$ cat config.mk
export PLATFORM = sky130hd
export DESIGN_NAME = prog_loader
export DESIGN_NICKNAME = d
export VERILOG_FILES = /design/src/rtl/prog_loader.sv
export SDC_FILE = /design/constraint.sdc
export NUM_CORES = 1
export LEC_CHECK = 0
export ABC_CLOCK_PERIOD_IN_PS = 1600
export CAP_MARGIN = 20
export CORE_MARGIN = 1
export CORE_UTILIZATION = 43
export CTS_CLUSTER_DIAMETER = 50
export CTS_CLUSTER_SIZE = 14
export DETAILED_ROUTE_END_ITERATION = 10
export PLACE_DENSITY = 0.74
export SYNTH_ARGS = -nofsm -noshare
export SYNTH_HDL_FRONTEND = slang
export SYNTH_SLANG_ARGS = --single-unit
$ cat constraint.sdc
create_clock -name clk -period 1.6 [get_ports clk]
set_input_delay 0.32 -clock clk [delete_from_list [all_inputs] [get_ports clk]]
set_output_delay 0.32 -clock clk [all_outputs]
set_load 0.01 [all_outputs]
$ cat src/rtl/prog_loader.sv
// Streaming program loader: assembles IN_WIDTH beats into INSTR_WIDTH words and
// writes them to auto-incrementing addresses of one core or all cores.
module prog_loader #(
   parameter int CORES       = 8,
   parameter int LOG_CORES   = 3,
   parameter int PC_WIDTH    = 8,
   parameter int INSTR_WIDTH = 32,
   parameter int IN_WIDTH    = 8
) (
   input  logic                           clk,
   input  logic                           rst_n,
   input  logic                           start,
   input  logic [LOG_CORES-1:0]           sel,
   input  logic                           broadcast,
   input  logic [PC_WIDTH-1:0]            base_addr,
   input  logic [PC_WIDTH:0]              count,
   input  logic                           abort,
   input  logic                           in_valid,
   output logic                           in_ready,
   input  logic [IN_WIDTH-1:0]            in_data,
   output logic                           busy,
   output logic                           done,
   output logic [CORES-1:0]               cwe,
   output logic [CORES*PC_WIDTH-1:0]      cwaddr,
   output logic [CORES*INSTR_WIDTH-1:0]   cwdata
);

   localparam int BEATS = INSTR_WIDTH / IN_WIDTH;
   localparam int BW    = (BEATS > 1) ? $clog2(BEATS) : 1;
   localparam logic [BW-1:0] LAST = BW'(BEATS - 1);

   typedef enum logic {IDLE, LOAD} state_t;

   state_t                       state_q, state_d;
   logic [LOG_CORES-1:0]         sel_q, sel_d;
   logic                         bcast_q, bcast_d;
   logic [PC_WIDTH-1:0]          addr_q, addr_d;
   logic [PC_WIDTH:0]            rem_q, rem_d;
   logic [BW-1:0]                beat_q, beat_d;
   logic [INSTR_WIDTH-1:0]       word_q, word_d, word_nx;
   logic [CORES-1:0]             mask;
   logic [CORES-1:0]             cwe_q, cwe_d;
   logic [CORES*PC_WIDTH-1:0]    cwaddr_q, cwaddr_d;
   logic [CORES*INSTR_WIDTH-1:0] cwdata_q, cwdata_d;
   logic                         done_q, done_d;
   logic                         accept;

   assign in_ready = (state_q == LOAD) && !abort;
   assign busy     = (state_q == LOAD);
   assign accept   = in_valid && in_ready;
   assign done     = done_q;
   assign cwe      = cwe_q;
   assign cwaddr   = cwaddr_q;
   assign cwdata   = cwdata_q;

   // A sel beyond the core range matches no bit, so the word is consumed unwritten.
   always_comb begin
      mask = '0;
      if (bcast_q) begin
         mask = '1;
      end else begin
         for (int unsigned c = 0; c < CORES; c++) begin
            if (32'(sel_q) == c) mask[c] = 1'b1;
         end
      end
   end

   always_comb begin
      word_nx = word_q;
      for (int unsigned k = 0; k < BEATS; k++) begin
         if (beat_q == BW'(k)) word_nx[k*IN_WIDTH +: IN_WIDTH] = in_data;
      end
   end

   always_comb begin
      state_d  = state_q;
      sel_d    = sel_q;
      bcast_d  = bcast_q;
      addr_d   = addr_q;
      rem_d    = rem_q;
      beat_d   = beat_q;
      word_d   = word_q;
      cwe_d    = '0;
      cwaddr_d = '0;
      cwdata_d = '0;
      done_d   = 1'b0;
      case (state_q)
         IDLE: begin
            if (start && !abort) begin
               if (count == '0) begin
                  done_d = 1'b1;
               end else begin
                  state_d = LOAD;
                  sel_d   = sel;
                  bcast_d = broadcast;
                  addr_d  = base_addr;
                  rem_d   = count;
                  beat_d  = '0;
                  word_d  = '0;
               end
            end
         end
         LOAD: begin
            if (abort) begin
               state_d = IDLE;
               rem_d   = '0;
               beat_d  = '0;
               word_d  = '0;
            end else if (accept) begin
               word_d = word_nx;
               if (beat_q == LAST) begin
                  beat_d = '0;
                  cwe_d  = mask;
                  for (int unsigned c = 0; c < CORES; c++) begin
                     if (mask[c]) begin
                        cwaddr_d[c*PC_WIDTH +: PC_WIDTH]       = addr_q;
                        cwdata_d[c*INSTR_WIDTH +: INSTR_WIDTH] = word_nx;
                     end
                  end
                  addr_d = addr_q + PC_WIDTH'(1);
                  rem_d  = rem_q - (PC_WIDTH+1)'(1);
                  if (rem_q == (PC_WIDTH+1)'(1)) begin
                     state_d = IDLE;
                     done_d  = 1'b1;
                  end
               end else begin
                  beat_d = beat_q + BW'(1);
               end
            end
         end
         default: state_d = IDLE;
      endcase
   end

   always_ff @(posedge clk or negedge rst_n) begin
      if (!rst_n) begin
         state_q  <= IDLE;
         sel_q    <= '0;
         bcast_q  <= 1'b0;
         addr_q   <= '0;
         rem_q    <= '0;
         beat_q   <= '0;
         word_q   <= '0;
         cwe_q    <= '0;
         cwaddr_q <= '0;
         cwdata_q <= '0;
         done_q   <= 1'b0;
      end else begin
         state_q  <= state_d;
         sel_q    <= sel_d;
         bcast_q  <= bcast_d;
         addr_q   <= addr_d;
         rem_q    <= rem_d;
         beat_q   <= beat_d;
         word_q   <= word_d;
         cwe_q    <= cwe_d;
         cwaddr_q <= cwaddr_d;
         cwdata_q <= cwdata_d;
         done_q   <= done_d;
      end
   end

endmodule

# == Word level (Yosys, flattened, before mapping) ==
# Index checks and enable logic that the tools add are counted.
# op_classes
addsub,3
eq_ne,18
n_mux,78
bitwise,2
n_reduce_logical,11
# ops
cell,n
$mux W256,4
$mux W32,12
$mux W64,4
$mux W8,22
$pmux W32 S2,1
$mux W9,5
$mux W1,20
$pmux W9 S2,1
$pmux W8 S2,1
$eq A3 B3 Y1 const B,4
$mux W2,5
$eq A9 B1 Y1 const B,1
$logic_not A9 Y1,1
$sub A9 B1 Y9 const B,1
$add A8 B1 Y8 const B,1
$eq A3 B2 Y1 const B,2
$ne A2 B2 Y1 const B,3
$ne A3 B2 Y1 const B,2
$reduce_and A3 Y1,2
$reduce_and A5 Y1,1
$eq A2 B2 Y1 const B,2
$ne A2 B1 Y1 const B,2
$pmux W1 S2,2
$pmux W2 S2,1
9 further kinds,12
# word_totals
regBits,385
input_bits,34
elab_cells,123

# == Logic depth before layout (Yosys ltp) ==
# depth
ltp_word,8
ltp_mapped,8

# == Worst setup path after synthesis ==
# Ideal clock, no wire load.
# synth_timing
kind,register to register
from,register beat_q[0]
to,"register cwdata_q[23], in the netlist cwdata[23]"
setup_ns,0.132
t_arrival_ns,1.617
t_required_ns,1.468
slack_ns,-0.149
path_stages_with_launch,8
n_path_buf,3
path_cell_list,dfrtp_1 ha_1 buf_2 and4b_1 buf_2 o21ai_1 clkbuf_1 nor2_1
# synth_between
elab_chain_len,7
word_cells_on_any_way,8
cone_classes,eq/ne (2); mux (6)
# synth_rtl
element,line,text
from (decl),39,"logic [BW-1:0] beat_q, beat_d;"
from (signal assigned),154,beat_q <= beat_d;
$eq A2 B2 Y1,71,if (beat_q == BW'(k)) word_nx[k*IN_WIDTH +: IN_WIDTH] = in_data;
$mux W8,71,
$mux W32,115,if (mask[c]) begin
$mux W256 (*),111,if (beat_q == LAST) begin
$mux W256 (*),109,end else if (accept) begin
$mux W256 (*),104,if (abort) begin
$mux W256 (*),87,case (state_q)
via cwdata_d[23],44,"logic [CORES*INSTR_WIDTH-1:0] cwdata_q, cwdata_d;"
to (signal assigned),158,cwdata_q <= cwdata_d;
to (decl),44,
# The timed path passes the listed nets; every way through them passes the cells marked *.
# A chain may end at the register's enable or synchronous reset.

# == Final worst setup path ==
# layout_timing
from,register beat_q[1]
to,"register cwdata_q[53], in the netlist cwdata[53]"
# The elaborated chain is that of the path after synthesis.

==> flow_summary.toml <==
[clock_tree]
clk_pin_slew_ns = 0.06
cts_tree = "done"
numClockSinks = 385
cts_buffers = 39
clockBufferDepth = 3
clock_latency_ns = 0.54
cts_root_buf = "clkbuf_16"
h-tree-depth = 2

[setup_path]
reg2reg_depth = 7
crit_path_end_kind = "flip-flop"
worstPathArrival_ns = 2.17
max_stage_delay_ns = 0.42
path_class = "reg -> reg"
crit_required_ns = 2.01
cp_slowest_cell = "dfrtp_1"
rrSetupSlack_ns = -0.15
cpMostUsedCell = "buf_12"
cp_max_fo = 20
crit_chain = "ha_4, and4b_2, buf_12, buf_12, o21ai_4, buf_12, nor2_1"
critPathLaunchType = "flip-flop"

[logic_synthesis]
ys_ff_latch = 385
synth_cells = 1055
synthFlopType = "dfrtp_1"
avgSynthCellArea_um2 = 12.4
async_flop_share = 1.00
synth_nets = 1096
yosysUniqueCellTypes = 53
synth-warning-count = 0
netlist_area_um2 = 13100
synth-edff-count = 0
ys_seq_area_frac = 0.736

[floorplan]
core_um2 = 29800
dieArea_um2 = 31100
start_util = 0.439
ios = 365
rows = 63
die_h_um = 176
fp.dieW_um = 176

[routing]
drt_first_pass_iters = 5
wirelength_um = 42500
viasPerCell = 5.09
drt-wirelength-per-cell_um = 21.6
drc_errors = 0
num_vias = 10000
drt.antenna.violating_nets = 0
drtIter0Drc = 698

[final_layout]
num-nets-final = 1602
area_delta_synth_final_pct = 60.6
diodes = 0
drive_gt1_frac = 0.297
final_cell_mix = "dfrtp_1, dlygate4sd2_1, nor2_1, nor2_4, buf_4"
fill_cells = 2140
final_common_cell = "dfrtp_1"

[sta]
post-route-period-util = 1.10
period_minus_slack_ns = 1.75
rsz0062_at_grt = "true"
fmaxAchievable_ghz = 0.570
drv_slew = 0
relSlewSlack = 0.469
finalSetupViolations = 359
finClkSkew_ns = 0.0152
hold_viol = 0
tightestPinTransition_ns = 0.796
setup_ws_ns = -0.155
fin_setup_tns_ns = -25.02

[place]
hpwl_um = 25800
port_buffers = 364
gp_congestion = 0.899
pre_cts_slack_ns = -0.565

[power_and_ir_drop]
power_density_nw_per_um2 = 1010
ir_drop_mv = 0.877
p_leak_nw = 11.2

[global_route]
antenna_found_initial = 0
grt_max_degree = 66
grt_pass1_vias = 10400
grt_pass1_wl_um = 61600
grt-ovfl-total = 0
track_usage = 0.268

[status]
status = "complete, but fails checks"
violations = "negative setup slack"

[job]
maxCapViolCount = 0

[worst_hold_path]
min_path_type = "in -> reg"
hold_depth = 3
## cell families after synthesis
group,after synthesis,share of synthesized area
AND/OR/NAND/NOR,454,0.152
multiplexers,36,0.0308
flip-flops,385,0.736
buffers and inverters,78,0.0261
adder cells (fa/ha/maj),7,0.00669
AO/OA/AOI/OAI,95,0.0485
## stage by stage
stage          area (um^2)  std cells  hold WS (ns)  power, mW   util
3_3_place_gp         18300       1878         0.238       12.1  0.614
6_report             21000       1970         0.261       21.1  0.705
5_1_grt              21000       1970         0.260       21.8  0.705
2_1_floorplan        13300       1055        0.0244       11.1      -
3_5_place_dp         18300       1878         0.241       12.1  0.614
4_1_cts              20100       1966         0.272       20.9  0.674
## power by group
group | switching (mW) | total (mW) | internal [mW] | leakage [nW]
clock | 3.79 | 8.78 | 4.99 | 0.594
sequential | 0.211 | 10.1 | 9.91 | 5.34
combinational | 1.27 | 2.23 | 0.955 | 5.22
## critical path: cells and delay by family (launching register included)
| kind | cells | cell delay [ns] |
|---|---|---|
| adders and majority gates | 1 | 0.20 |
| and+or+nand+nor | 2 | 0.33 |
| DFF | 1 | 0.42 |
| AOI/OAI and AO/OA | 1 | 0.15 |
| buffers and inverters | 3 | 0.53 |
## state kept, by name (all words and copies together) (netlist names), 2 cells and up
signal  count
addr_q      8
cwe         8
rem_q       9
cwaddr     64
sel_q       3
word_q     32
cwdata    256
beat_q      2
## cell usage after synthesis (5+ instances only)
cell type / instances / share of area
and3_1: 5 / 0.0024
nand3_1: 38 / 0.015
clkbuf_1: 29 / 0.0083
nor2_1: 280 / 0.080
o221a_2: 5 / 0.0043
dfrtp_1: 385 / 0.74
mux2_2: 34 / 0.029
and2_1: 56 / 0.027
nor3_1: 10 / 0.0038
o21ai_0: 48 / 0.018
ha_1: 7 / 0.0067
o21ai_2: 6 / 0.0040
buf_2: 24 / 0.0092
inv_1: 17 / 0.0049
a22o_1: 5 / 0.0033
nand2_1: 48 / 0.014
## what timing repair did
action	4_1_cts	5_1_grt
setup endpoints to repair	684	389
hold buffers	1	0
gates resized for setup	484	278
cloned	12	8
hold endpoints to repair	22	0
pin swaps	91	76
setup buffers	17	7
## cell type report
type | instances | area [um^2] | area share
clock inverter | 15 | 190 | 0.00905
timing repair buffer | 523 | 5270 | 0.251
clock buffer | 45 | 1030 | 0.0490
inverter | 19 | 101 | 0.00482
multi-input combinational | 593 | 4300 | 0.205
tap | 390 | 488 | 0.0232
sequential | 385 | 9640 | 0.458
## worst paths after layout
kind	startpoint	endpoint
hold reg to reg	word_q[31]$_DFFE_PN0P_	word_q[31]$_DFFE_PN0P_
max in group asynchronous	rst_n	cwdata[159]$_DFF_PN0_
hold / removal	count[1]	rem_q[1]$_DFFE_PN0P_
setup reg to reg	beat_q[1]$_DFFE_PN0P_	cwdata[53]$_DFF_PN0_
setup / recovery	beat_q[1]$_DFFE_PN0P_	cwdata[53]$_DFF_PN0_
min in group asynchronous	rst_n	cwdata[79]$_DFF_PN0_
## per-layer routing
metal | vias to the layer above | GRT usage | wire length [um]
met3 | 80 | 0.0820 | 3720
met5 | - | 0 | 0
met2 | 425 | 0.437 | 20800
met4 | 0 | 0.102 | 1130
li1 | 4425 | - | -
met1 | 5104 | 0.334 | 16800
No activity file was read; power rests on OpenSTA's default activity.
